===== src/rtl/dmem_arbiter_if.sv =====
// Bus bundle for the data-memory arbiter: CPU MEM-stage port, EXT requester port
// and the single-port data-memory side, seen from the arbiter (slave) or its environment (master).
interface dmem_arbiter_if #(
   parameter int AW = 16,
   parameter int DW = 16
);
   logic [AW-1:0] cpu_addr;
   logic [DW-1:0] cpu_wdata;
   logic          cpu_read;
   logic          cpu_write;
   logic [DW-1:0] cpu_rdata;
   logic          cpu_stall;

   logic          ext_req;
   logic          ext_we;
   logic [AW-1:0] ext_addr;
   logic [DW-1:0] ext_wdata;
   logic          ext_gnt;
   logic [DW-1:0] ext_rdata;
   logic          ext_rvalid;

   logic [AW-1:0] mem_addr;
   logic [DW-1:0] mem_wdata;
   logic          mem_write;
   logic          mem_read;
   logic [DW-1:0] mem_rdata;

   modport slave (
      input  cpu_addr, cpu_wdata, cpu_read, cpu_write,
      output cpu_rdata, cpu_stall,
      input  ext_req, ext_we, ext_addr, ext_wdata,
      output ext_gnt, ext_rdata, ext_rvalid,
      output mem_addr, mem_wdata, mem_write, mem_read,
      input  mem_rdata
   );

   modport master (
      output cpu_addr, cpu_wdata, cpu_read, cpu_write,
      input  cpu_rdata, cpu_stall,
      output ext_req, ext_we, ext_addr, ext_wdata,
      input  ext_gnt, ext_rdata, ext_rvalid,
      input  mem_addr, mem_wdata, mem_write, mem_read,
      output mem_rdata
   );
endinterface


===== src/rtl/dmem_arbiter.sv =====
// Shares the single-port data memory between the CPU MEM stage and an external
// requester; CPU has priority, EXT gets a bounded forced burst after MAX_WAIT blocked cycles.
module dmem_arbiter #(
   parameter int AW        = 16,
   parameter int DW        = 16,
   parameter int MAX_WAIT  = 4,
   parameter int BURST_MAX = 8
) (
   input  logic                 clock,
   input  logic                 reset,
   dmem_arbiter_if.slave        bus,
   output logic [15:0]          stall_count
);
   typedef enum logic {CPU_OWN, EXT_OWN} state_t;

   localparam int WW = (MAX_WAIT  > 1) ? $clog2(MAX_WAIT)  : 1;
   localparam int BW = (BURST_MAX > 1) ? $clog2(BURST_MAX) : 1;
   localparam logic [WW-1:0] WAIT_LAST  = WW'(MAX_WAIT - 1);
   localparam logic [BW-1:0] BURST_LAST = BW'(BURST_MAX - 1);

   state_t        state_reg;
   logic [WW-1:0] wait_cnt_reg;
   logic [BW-1:0] burst_cnt_reg;
   logic          ext_rvalid_reg;
   logic [DW-1:0] ext_rdata_reg;
   logic [15:0]   stall_count_reg;

   logic cpu_active;
   logic cpu_sel;
   logic ext_sel;
   logic stall_int;

   // Owner select; reset forces the memory and both handshakes idle.
   always_comb begin
      cpu_active = bus.cpu_read | bus.cpu_write;
      cpu_sel    = 1'b0;
      ext_sel    = 1'b0;
      if (!reset) begin
         if (state_reg == EXT_OWN) begin
            ext_sel = bus.ext_req;
            cpu_sel = ~bus.ext_req & cpu_active;
         end else begin
            cpu_sel = cpu_active;
            ext_sel = ~cpu_active & bus.ext_req;
         end
      end
      stall_int = ext_sel & cpu_active;
   end

   assign bus.ext_gnt    = ext_sel;
   assign bus.cpu_stall  = stall_int;
   assign bus.mem_addr   = ext_sel ? bus.ext_addr  : bus.cpu_addr;
   assign bus.mem_wdata  = ext_sel ? bus.ext_wdata : bus.cpu_wdata;
   assign bus.mem_write  = ext_sel ? bus.ext_we    : (cpu_sel & bus.cpu_write);
   assign bus.mem_read   = ext_sel ? ~bus.ext_we   : (cpu_sel & bus.cpu_read & ~bus.cpu_write);
   assign bus.cpu_rdata  = bus.mem_rdata;
   assign bus.ext_rdata  = ext_rdata_reg;
   assign bus.ext_rvalid = ext_rvalid_reg;
   assign stall_count    = stall_count_reg;

   always_ff @(posedge clock) begin
      if (reset) begin
         state_reg     <= CPU_OWN;
         wait_cnt_reg  <= '0;
         burst_cnt_reg <= '0;
      end else begin
         case (state_reg)
            CPU_OWN: begin
               if (bus.ext_req & cpu_active) begin
                  if (wait_cnt_reg == WAIT_LAST) begin
                     state_reg     <= EXT_OWN;
                     wait_cnt_reg  <= '0;
                     burst_cnt_reg <= '0;
                  end else begin
                     wait_cnt_reg <= wait_cnt_reg + WW'(1);
                  end
               end else begin
                  wait_cnt_reg <= '0;
               end
            end
            EXT_OWN: begin
               // The last grant of a burst still happens; ownership returns after it.
               if (!bus.ext_req || burst_cnt_reg == BURST_LAST) begin
                  state_reg     <= CPU_OWN;
                  wait_cnt_reg  <= '0;
                  burst_cnt_reg <= '0;
               end else begin
                  burst_cnt_reg <= burst_cnt_reg + BW'(1);
               end
            end
            default: state_reg <= CPU_OWN;
         endcase
      end
   end

   always_ff @(posedge clock) begin
      if (reset) begin
         ext_rvalid_reg  <= 1'b0;
         ext_rdata_reg   <= '0;
         stall_count_reg <= '0;
      end else begin
         ext_rvalid_reg <= ext_sel & ~bus.ext_we;
         if (ext_sel & ~bus.ext_we) begin
            ext_rdata_reg <= bus.mem_rdata;
         end
         if (stall_int && stall_count_reg != 16'hFFFF) begin
            stall_count_reg <= stall_count_reg + 16'd1;
         end
      end
   end
endmodule


===== src/flat_wrapper.sv =====
// flat-port wrapper written by rule: the top's interface ports become plain ports
module dmem_arbiter_flat 
#(
   parameter int AW        = 16,
   parameter int DW        = 16,
   parameter int MAX_WAIT  = 4,
   parameter int BURST_MAX = 8
)
  (clock, reset, stall_count, bus_cpu_addr, bus_cpu_wdata, bus_cpu_read, bus_cpu_write, bus_cpu_rdata, bus_cpu_stall, bus_ext_req, bus_ext_we, bus_ext_addr, bus_ext_wdata, bus_ext_gnt, bus_ext_rdata, bus_ext_rvalid, bus_mem_addr, bus_mem_wdata, bus_mem_write, bus_mem_read, bus_mem_rdata);
  dmem_arbiter_if #(.AW(AW), .DW(DW)) bus_i ();
  input  logic clock;
  input  logic reset;
  output logic [15:0] stall_count;
  input wire logic [$bits(bus_i.cpu_addr)-1:0] bus_cpu_addr;
  input wire logic [$bits(bus_i.cpu_wdata)-1:0] bus_cpu_wdata;
  input wire logic [$bits(bus_i.cpu_read)-1:0] bus_cpu_read;
  input wire logic [$bits(bus_i.cpu_write)-1:0] bus_cpu_write;
  output wire logic [$bits(bus_i.cpu_rdata)-1:0] bus_cpu_rdata;
  output wire logic [$bits(bus_i.cpu_stall)-1:0] bus_cpu_stall;
  input wire logic [$bits(bus_i.ext_req)-1:0] bus_ext_req;
  input wire logic [$bits(bus_i.ext_we)-1:0] bus_ext_we;
  input wire logic [$bits(bus_i.ext_addr)-1:0] bus_ext_addr;
  input wire logic [$bits(bus_i.ext_wdata)-1:0] bus_ext_wdata;
  output wire logic [$bits(bus_i.ext_gnt)-1:0] bus_ext_gnt;
  output wire logic [$bits(bus_i.ext_rdata)-1:0] bus_ext_rdata;
  output wire logic [$bits(bus_i.ext_rvalid)-1:0] bus_ext_rvalid;
  output wire logic [$bits(bus_i.mem_addr)-1:0] bus_mem_addr;
  output wire logic [$bits(bus_i.mem_wdata)-1:0] bus_mem_wdata;
  output wire logic [$bits(bus_i.mem_write)-1:0] bus_mem_write;
  output wire logic [$bits(bus_i.mem_read)-1:0] bus_mem_read;
  input wire logic [$bits(bus_i.mem_rdata)-1:0] bus_mem_rdata;
  assign bus_i.cpu_addr = bus_cpu_addr;
  assign bus_i.cpu_wdata = bus_cpu_wdata;
  assign bus_i.cpu_read = bus_cpu_read;
  assign bus_i.cpu_write = bus_cpu_write;
  assign bus_cpu_rdata = bus_i.cpu_rdata;
  assign bus_cpu_stall = bus_i.cpu_stall;
  assign bus_i.ext_req = bus_ext_req;
  assign bus_i.ext_we = bus_ext_we;
  assign bus_i.ext_addr = bus_ext_addr;
  assign bus_i.ext_wdata = bus_ext_wdata;
  assign bus_ext_gnt = bus_i.ext_gnt;
  assign bus_ext_rdata = bus_i.ext_rdata;
  assign bus_ext_rvalid = bus_i.ext_rvalid;
  assign bus_mem_addr = bus_i.mem_addr;
  assign bus_mem_wdata = bus_i.mem_wdata;
  assign bus_mem_write = bus_i.mem_write;
  assign bus_mem_read = bus_i.mem_read;
  assign bus_i.mem_rdata = bus_mem_rdata;
  dmem_arbiter #(.AW(AW), .DW(DW), .MAX_WAIT(MAX_WAIT), .BURST_MAX(BURST_MAX)) u_core (.clock(clock), .reset(reset), .bus(bus_i), .stall_count(stall_count));
endmodule

===== config.mk =====
export PLATFORM = sky130hd
export DESIGN_NAME = dmem_arbiter_flat
export DESIGN_NICKNAME = d
export VERILOG_FILES = /design/src/rtl/dmem_arbiter_if.sv /design/src/rtl/dmem_arbiter.sv /design/src/flat_wrapper.sv
export SDC_FILE = /design/constraint.sdc
export NUM_CORES = 1
export LEC_CHECK = 0
export CORE_MARGIN = 2
export CORE_UTILIZATION = 55
export DETAILED_ROUTE_END_ITERATION = 8
export DONT_BUFFER_PORTS = 1
export PLACE_DENSITY = 0.67
export SETUP_SLACK_MARGIN = 0.15
export SYNTH_ARGS = -nofsm -noshare
export SYNTH_HDL_FRONTEND = slang
export SYNTH_SLANG_ARGS = --single-unit

===== constraint.sdc =====
create_clock -name clock -period 2.65 [get_ports clock]
set_clock_uncertainty 0.1 [all_clocks]
set_input_delay 0.53 -clock clock [delete_from_list [all_inputs] [get_ports clock]]
set_output_delay 0.53 -clock clock [all_outputs]
set_load 0.01 [all_outputs]

[Yosys cells after proc, flatten, opt, wreduce, memory -nomap -nowiden]
Cells that the tools add are included.
Word-level totals
  bits in registers: 39
  latch bits: 0
  bits in writable memories: 0
  bits in read-only memories: 0
  input bits: 86
  output and inout bits: 85
  logic and storage cells: 53
  memories: 0
Operators by class
  add/sub/neg operators: 3
  multiply operators: 0
  divide/modulo/power cells: 0
  order comparisons: 0
  equality and inequality tests: 6
  shift operators: 0
  multiplexer cells: 20
  bitwise gates (word level): 14
  reduce and logical (&&, ||, !) cells: 4
Operators by type and width (count)
  $mux W16: 2
  $add A16 B1 Y16 const B: 1
  $ne A16 B16 Y1 const B: 1
  $mux W1: 9
  $mux W3: 3
  $and A1 B1 Y1: 8
  $mux W2: 3
  $pmux W3 S2: 1
  $not A1 Y1: 5
  $ne A2 B1 Y1 const B: 2
  $pmux W2 S2: 1
  $add A3 B1 Y3 const B: 1
  $eq A3 B3 Y1 const B: 1
  $add A2 B1 Y2 const B: 1
  $eq A2 B2 Y1 const B: 1
  $ne A2 B2 Y1 const B: 1
  $pmux W1 S2: 1
  $reduce_and A2 Y1: 1
  $logic_and A1 B1 Y1: 1
  $logic_not A1 Y1: 1
  $logic_or A1 B1 Y1: 1
  $or A1 B1 Y1: 1

[Logic depth before layout (Yosys ltp)]
  word-level depth: 7
  mapped depth: 6
  gate-level depth less buffers: 5

[Worst setup path before layout]
No wires, ideal clock.
  path kind: input -> output
  from: input port reset
  to: output port bus_mem_addr[0]
  arrival time: 1.695 ns
  required time: 2.020 ns
  setup slack: 0.325 ns
  stages: 5
  buffers on the path: 2
  path through: buf_2 inv_1 o211ai_2 clkbuf_1 mux2_2
On the way
  word-level cells in the longest chain between the ends: 2
Ends and longest elaborated chain
  start: declaration: line flat_wrapper.sv:12  | input logic reset;
  $mux W1: line dmem_arbiter.sv:38  | if (!reset) begin
  $mux W16: line dmem_arbiter.sv:52  | assign bus.mem_addr = ext_sel ? bus.ext_addr : bus.cpu_addr;
  end: declaration: line flat_wrapper.sv:27  | output wire logic [$bits(bus_i.mem_addr)-1:0] bus_mem_addr;
Every way passes these cells.

[Worst setup path in the final report]
  from: register u_core.state_reg
  to: output port bus_mem_addr[2]
On the way
  word-level cells in the longest chain between the ends: 3
Ends and longest elaborated chain
  start: declaration: line dmem_arbiter.sv:21  | state_t state_reg;
  start signal: assignment: line dmem_arbiter.sv:63  | state_reg <= CPU_OWN;
  start signal: assignment: line dmem_arbiter.sv:71  | state_reg <= EXT_OWN;
  start signal: assignment: line dmem_arbiter.sv:84  | state_reg <= CPU_OWN;
  $mux W1: line dmem_arbiter.sv:39  | if (state_reg == EXT_OWN) begin
  $mux W1: line dmem_arbiter.sv:38
  $mux W16: line dmem_arbiter.sv:52
Every way passes these cells.

==> metrics list <==
- The run finished with clean final reports.
- Hold_ws: 0.195 ns
- The floorplan step defined a die boundary enclosing 4780 um^2.
- Along the worst hold path, the cell count comes to 1.
- Clock-pin slew reported for the worst setup and hold paths after clock tree synthesis: 0.08 ns
- Kind of path behind the tightest hold check: primary input to register
* Area delta synth->final: 1.66%
- On the critical path, the stage with the largest delay is an instance of sky130_fd_sc_hd__mux2_2.
- Biggest cell delay along the critical path: 0.43 ns
- Setup repair after global routing missed its margin: false
- In this run, placement finished with an instance count of 268.
- Worst supply voltage drop on vdd: 0.000188 V
* Post-synth net total: 334
* Count of filler cells inserted in the layout: 379
- Yosys mapped the design onto 39 distinct sky130hd cell types.
- Count of nets left with antenna violations after detail routing: 0
* Yosys warns: 0
- In this run the clock root is driven by a sky130_fd_sc_hd__clkbuf_8.
- The cell area that synthesis handed to floorplanning was 2330 um^2.
* RePlAce Congestion: 0.906
* Combined global-route utilization of all metal layers: 30.5%
- Overall via count from detail_route: 1867
- The HPWL after detailed placement is 6160 um.
- Max clock buf depth: 2
* Kind of start point of the critical path: register
* Largest net degree at the start of global routing: 47
* Crit path capture type: output pin
- The total overflow left after global routing is 0.
- Worst-case hold path end point: u_core.stall_count[8]
- The startpoint identified for the worst register-to-register timing path is u_core.state_reg.
- Input and output buffers added on the ports amount to 0.
- Layout cell share with drive strength beyond 1: 32.7%
- Std cell rows: 23
- The number of cells on the worst reg-to-reg path is 4.
- Post-synth top flop: sky130_fd_sc_hd__dfxtp_1
* Share of flip-flops with an asynchronous set or reset: 0%
* Number of search-and-repair iterations in the first detailed-routing pass: 4
- Power per standard cell area: 474 nW/um^2
* Post-Route Setup TNS: 0 ns
- Across all register-to-register paths, the minimum setup slack is 0.34 ns.
* Count of state elements after synthesis: 39
- Min-delay src: reset
- Of the available clock period, the critical path in the final layout requires 89.1%.
- After detailed routing, the total wire length is 7640 um.
- By startpoint and endpoint, the worst setup path is classified as register to output pin.
- At the worst endpoint, the arrival time is 1.73 ns.
- The first global-routing pass estimated 10700 um of wire.
- Required time at the worst-slack endpoint: 2.02 ns
- The number of hold buffers added after CTS was 0.
- The number of endpoints with negative hold slack in the final report is 0.
* Post-cts resize count: 0
- From bottom edge to top edge, the die measures 69.2 um.
* Effective utilization at floorplan: 58.0%
- Number of buffers and inverters on the critical path: 1
* Num ports: 171
* Sequential cell area fraction in the yosys report: 33.4%
- The number of antenna violations at the first check in global routing came to 11.
- Traced cell by cell, the critical path runs through o211ai_2, buf_4, mux2_2.
* Endpoints failing setup: 0
- The number of setup buffers added after CTS is 0.
* Number of remaining DRC errors: 0
* H-Tree Depth: 2
- Clock tree from TritonCTS: yes
- After the first detailed-routing iteration, the DRC count stood at 149.
- Detail-routed net length per standard cell: 26.4 um
- The number of global-route vias before repair came to 1821.
- Sinks on Clock Net: 39
- Clock tree synthesis inserted a total of 5 buffers.
- Transition time at the pin with the least slew margin: 0.601 ns
* Non-filler cells in the finished layout: 289
- Final worst path period need: 2.36 ns
- The core region is 4030 um^2.
- Dividing the detail-routed via count by the number of cells gives 6.46.
- Worst-skew pair later-pin latency: 0.30 ns
- Max-cap violations in this run came to 0.
- Synthesis produced a netlist whose cell count is 244.
- Final Net Count: 315
- The number of pins exceeding their max-slew limit in the final report is 0.
- In this run the horizontal extent of the chip is 69.2 um.
- Max_slew headroom: 59.5%
- The worst register-to-register path ends at u_core.stall_count[13].
- Biggest fanout along the worst timing path: 34
- Largest delay share family, worst path: multiplexers
- Mean area per synthesized cell: 9.57 um^2
- In this run, synthesis inferred 0 flip-flops with an integrated enable.
- Max Clock Freq: 423 MHz
* Leakage: 0.882 nW
==> through the flow <==
| step | setup WS, ns | utilization [%] | instance area [um^2] | power, mW |
|---|---|---|---|---|
| final | 0.288 | 58.9 | 2370 | 1.13 |
| after global routing | 0.213 | 58.9 | 2370 | 1.17 |
| after detailed placement | 0.397 | 55.7 | 2240 | 0.704 |
| after floorplan | 0.325 | - | 2330 | 0.725 |
| after CTS | 0.318 | 58.1 | 2340 | 1.13 |
| after global placement | 0.450 | 55.7 | 2240 | 0.701 |
==> synthesized netlist by cell type, types with 2 or more instances <==
cell                       instances  area, um^2
sky130_fd_sc_hd__nor2b_1          23         144
sky130_fd_sc_hd__buf_1             2        7.51
sky130_fd_sc_hd__o41ai_1           4        35.0
sky130_fd_sc_hd__o21ai_0           2        10.0
sky130_fd_sc_hd__nand4_1           4        25.0
sky130_fd_sc_hd__a21oi_1          10        50.1
sky130_fd_sc_hd__buf_2             4        20.0
sky130_fd_sc_hd__nor2_1           18        67.6
sky130_fd_sc_hd__mux2_2           55         619
sky130_fd_sc_hd__inv_1             5        18.8
sky130_fd_sc_hd__nand2b_1          2        12.5
sky130_fd_sc_hd__dfxtp_1          39         781
sky130_fd_sc_hd__o21a_1            2        15.0
sky130_fd_sc_hd__nand2_1           7        26.3
sky130_fd_sc_hd__nor4_1            6        37.5
sky130_fd_sc_hd__clkbuf_1          6        22.5
sky130_fd_sc_hd__buf_4            17         128
sky130_fd_sc_hd__nand3_1           3        15.0
sky130_fd_sc_hd__a22oi_1           3        22.5
sky130_fd_sc_hd__nand3b_1          2        15.0
sky130_fd_sc_hd__mux2i_1           2        20.0
sky130_fd_sc_hd__or4_1             5        37.5
sky130_fd_sc_hd__nor3_1            4        20.0
sky130_fd_sc_hd__ha_1              4        50.1
==> routing by layer <==
| layer | wire length, um | global-route usage (%) |
|---|---|---|
| met2 | 4160 | 54.9 |
| met3 | 668 | 12.0 |
| met1 | 2300 | 25.0 |
| met5 | 0 | 0 |
| met4 | 509 | 27.5 |
==> cell usage in the layout, fill, tap and decap left out, drive strengths merged <==
cell | synthesis | routed
a22oi | 3 | 3
o21ai | 2 | 2
or2 | 1 | 1
o21a | 2 | 2
a21oi | 10 | 10
a32oi | 1 | 1
o31ai | 1 | 1
nor2 | 19 | 19
a2111oi | 1 | 1
clkinv | 0 | 1
clkinvlp | 0 | 1
and4 | 1 | 1
nand3 | 3 | 3
o211ai | 1 | 1
ha | 4 | 4
mux2 | 55 | 55
a21bo | 1 | 1
dfxtp | 39 | 39
or4 | 5 | 5
o41ai | 4 | 4
nor2b | 23 | 23
a211oi | 1 | 1
nor4 | 6 | 6
clkbuf | 6 | 6
nor3 | 4 | 4
a211o | 1 | 1
nand2b | 2 | 2
nor4b | 1 | 1
nand4 | 5 | 5
buf | 23 | 3
nand3b | 2 | 2
nand2 | 8 | 8
diode | 0 | 13
or3 | 1 | 1
o311ai | 1 | 1
inv | 5 | 5
mux2i | 2 | 2
==> worst max-delay path by stage <==
stage / startpoint / end / slack (ns) / cells past startpoint
after global routing: u_core.state_reg / bus_mem_wdata[8] / 0.21 / 3
after global placement: u_core.state_reg / u_core.stall_count[13] / 0.45 / 4
after floorplan: reset / bus_mem_addr[0] / 0.32 / 5
after detailed placement: u_core.state_reg / u_core.stall_count[11] / 0.40 / 4
final: u_core.state_reg / bus_mem_addr[2] / 0.29 / 3
after CTS: u_core.state_reg / bus_mem_addr[2] / 0.32 / 3
==> power by group <==
group / internal (mW) / switching (mW) / leakage [nW]
clock network: 0.213 / 0.224 / 0.0475
logic: 0.0425 / 0.0476 / 0.520
registers: 0.592 / 0.00703 / 0.315
==> area by class of cell <==
| cell class | count | area [um^2] | area share [%] |
|---|---|---|---|
| multi-input combinational | 171 | 1360 | 57.2 |
| sequential | 39 | 781 | 32.9 |
| clock buffer | 6 | 82.6 | 3.48 |
| tap | 50 | 62.6 | 2.64 |
| antenna | 13 | 32.5 | 1.37 |
| timing repair buffer | 3 | 22.5 | 0.949 |
| inverter | 5 | 18.8 | 0.791 |
| clock inverter | 2 | 16.3 | 0.685 |
==> worst register-to-register path: stages, from the launching register on <==
cell and delay (ns):
sky130_fd_sc_hd__dfxtp_1 0.53, sky130_fd_sc_hd__nand2_2 0.17, sky130_fd_sc_hd__or4_1 0.69, sky130_fd_sc_hd__nor4_1 0.35
sky130_fd_sc_hd__mux2_2 0.37
==> cells by family after synthesis <==
logic type	after synthesis	share of synthesized area [%]
DFF	39	33.4
adders and majority gates	4	2.14
muxes	57	27.4
and+or+nand+nor	81	19.8
buffers and inverters	34	8.41
AOI/OAI and AO/OA	29	8.84
Power figures use the tool's default switching activity.
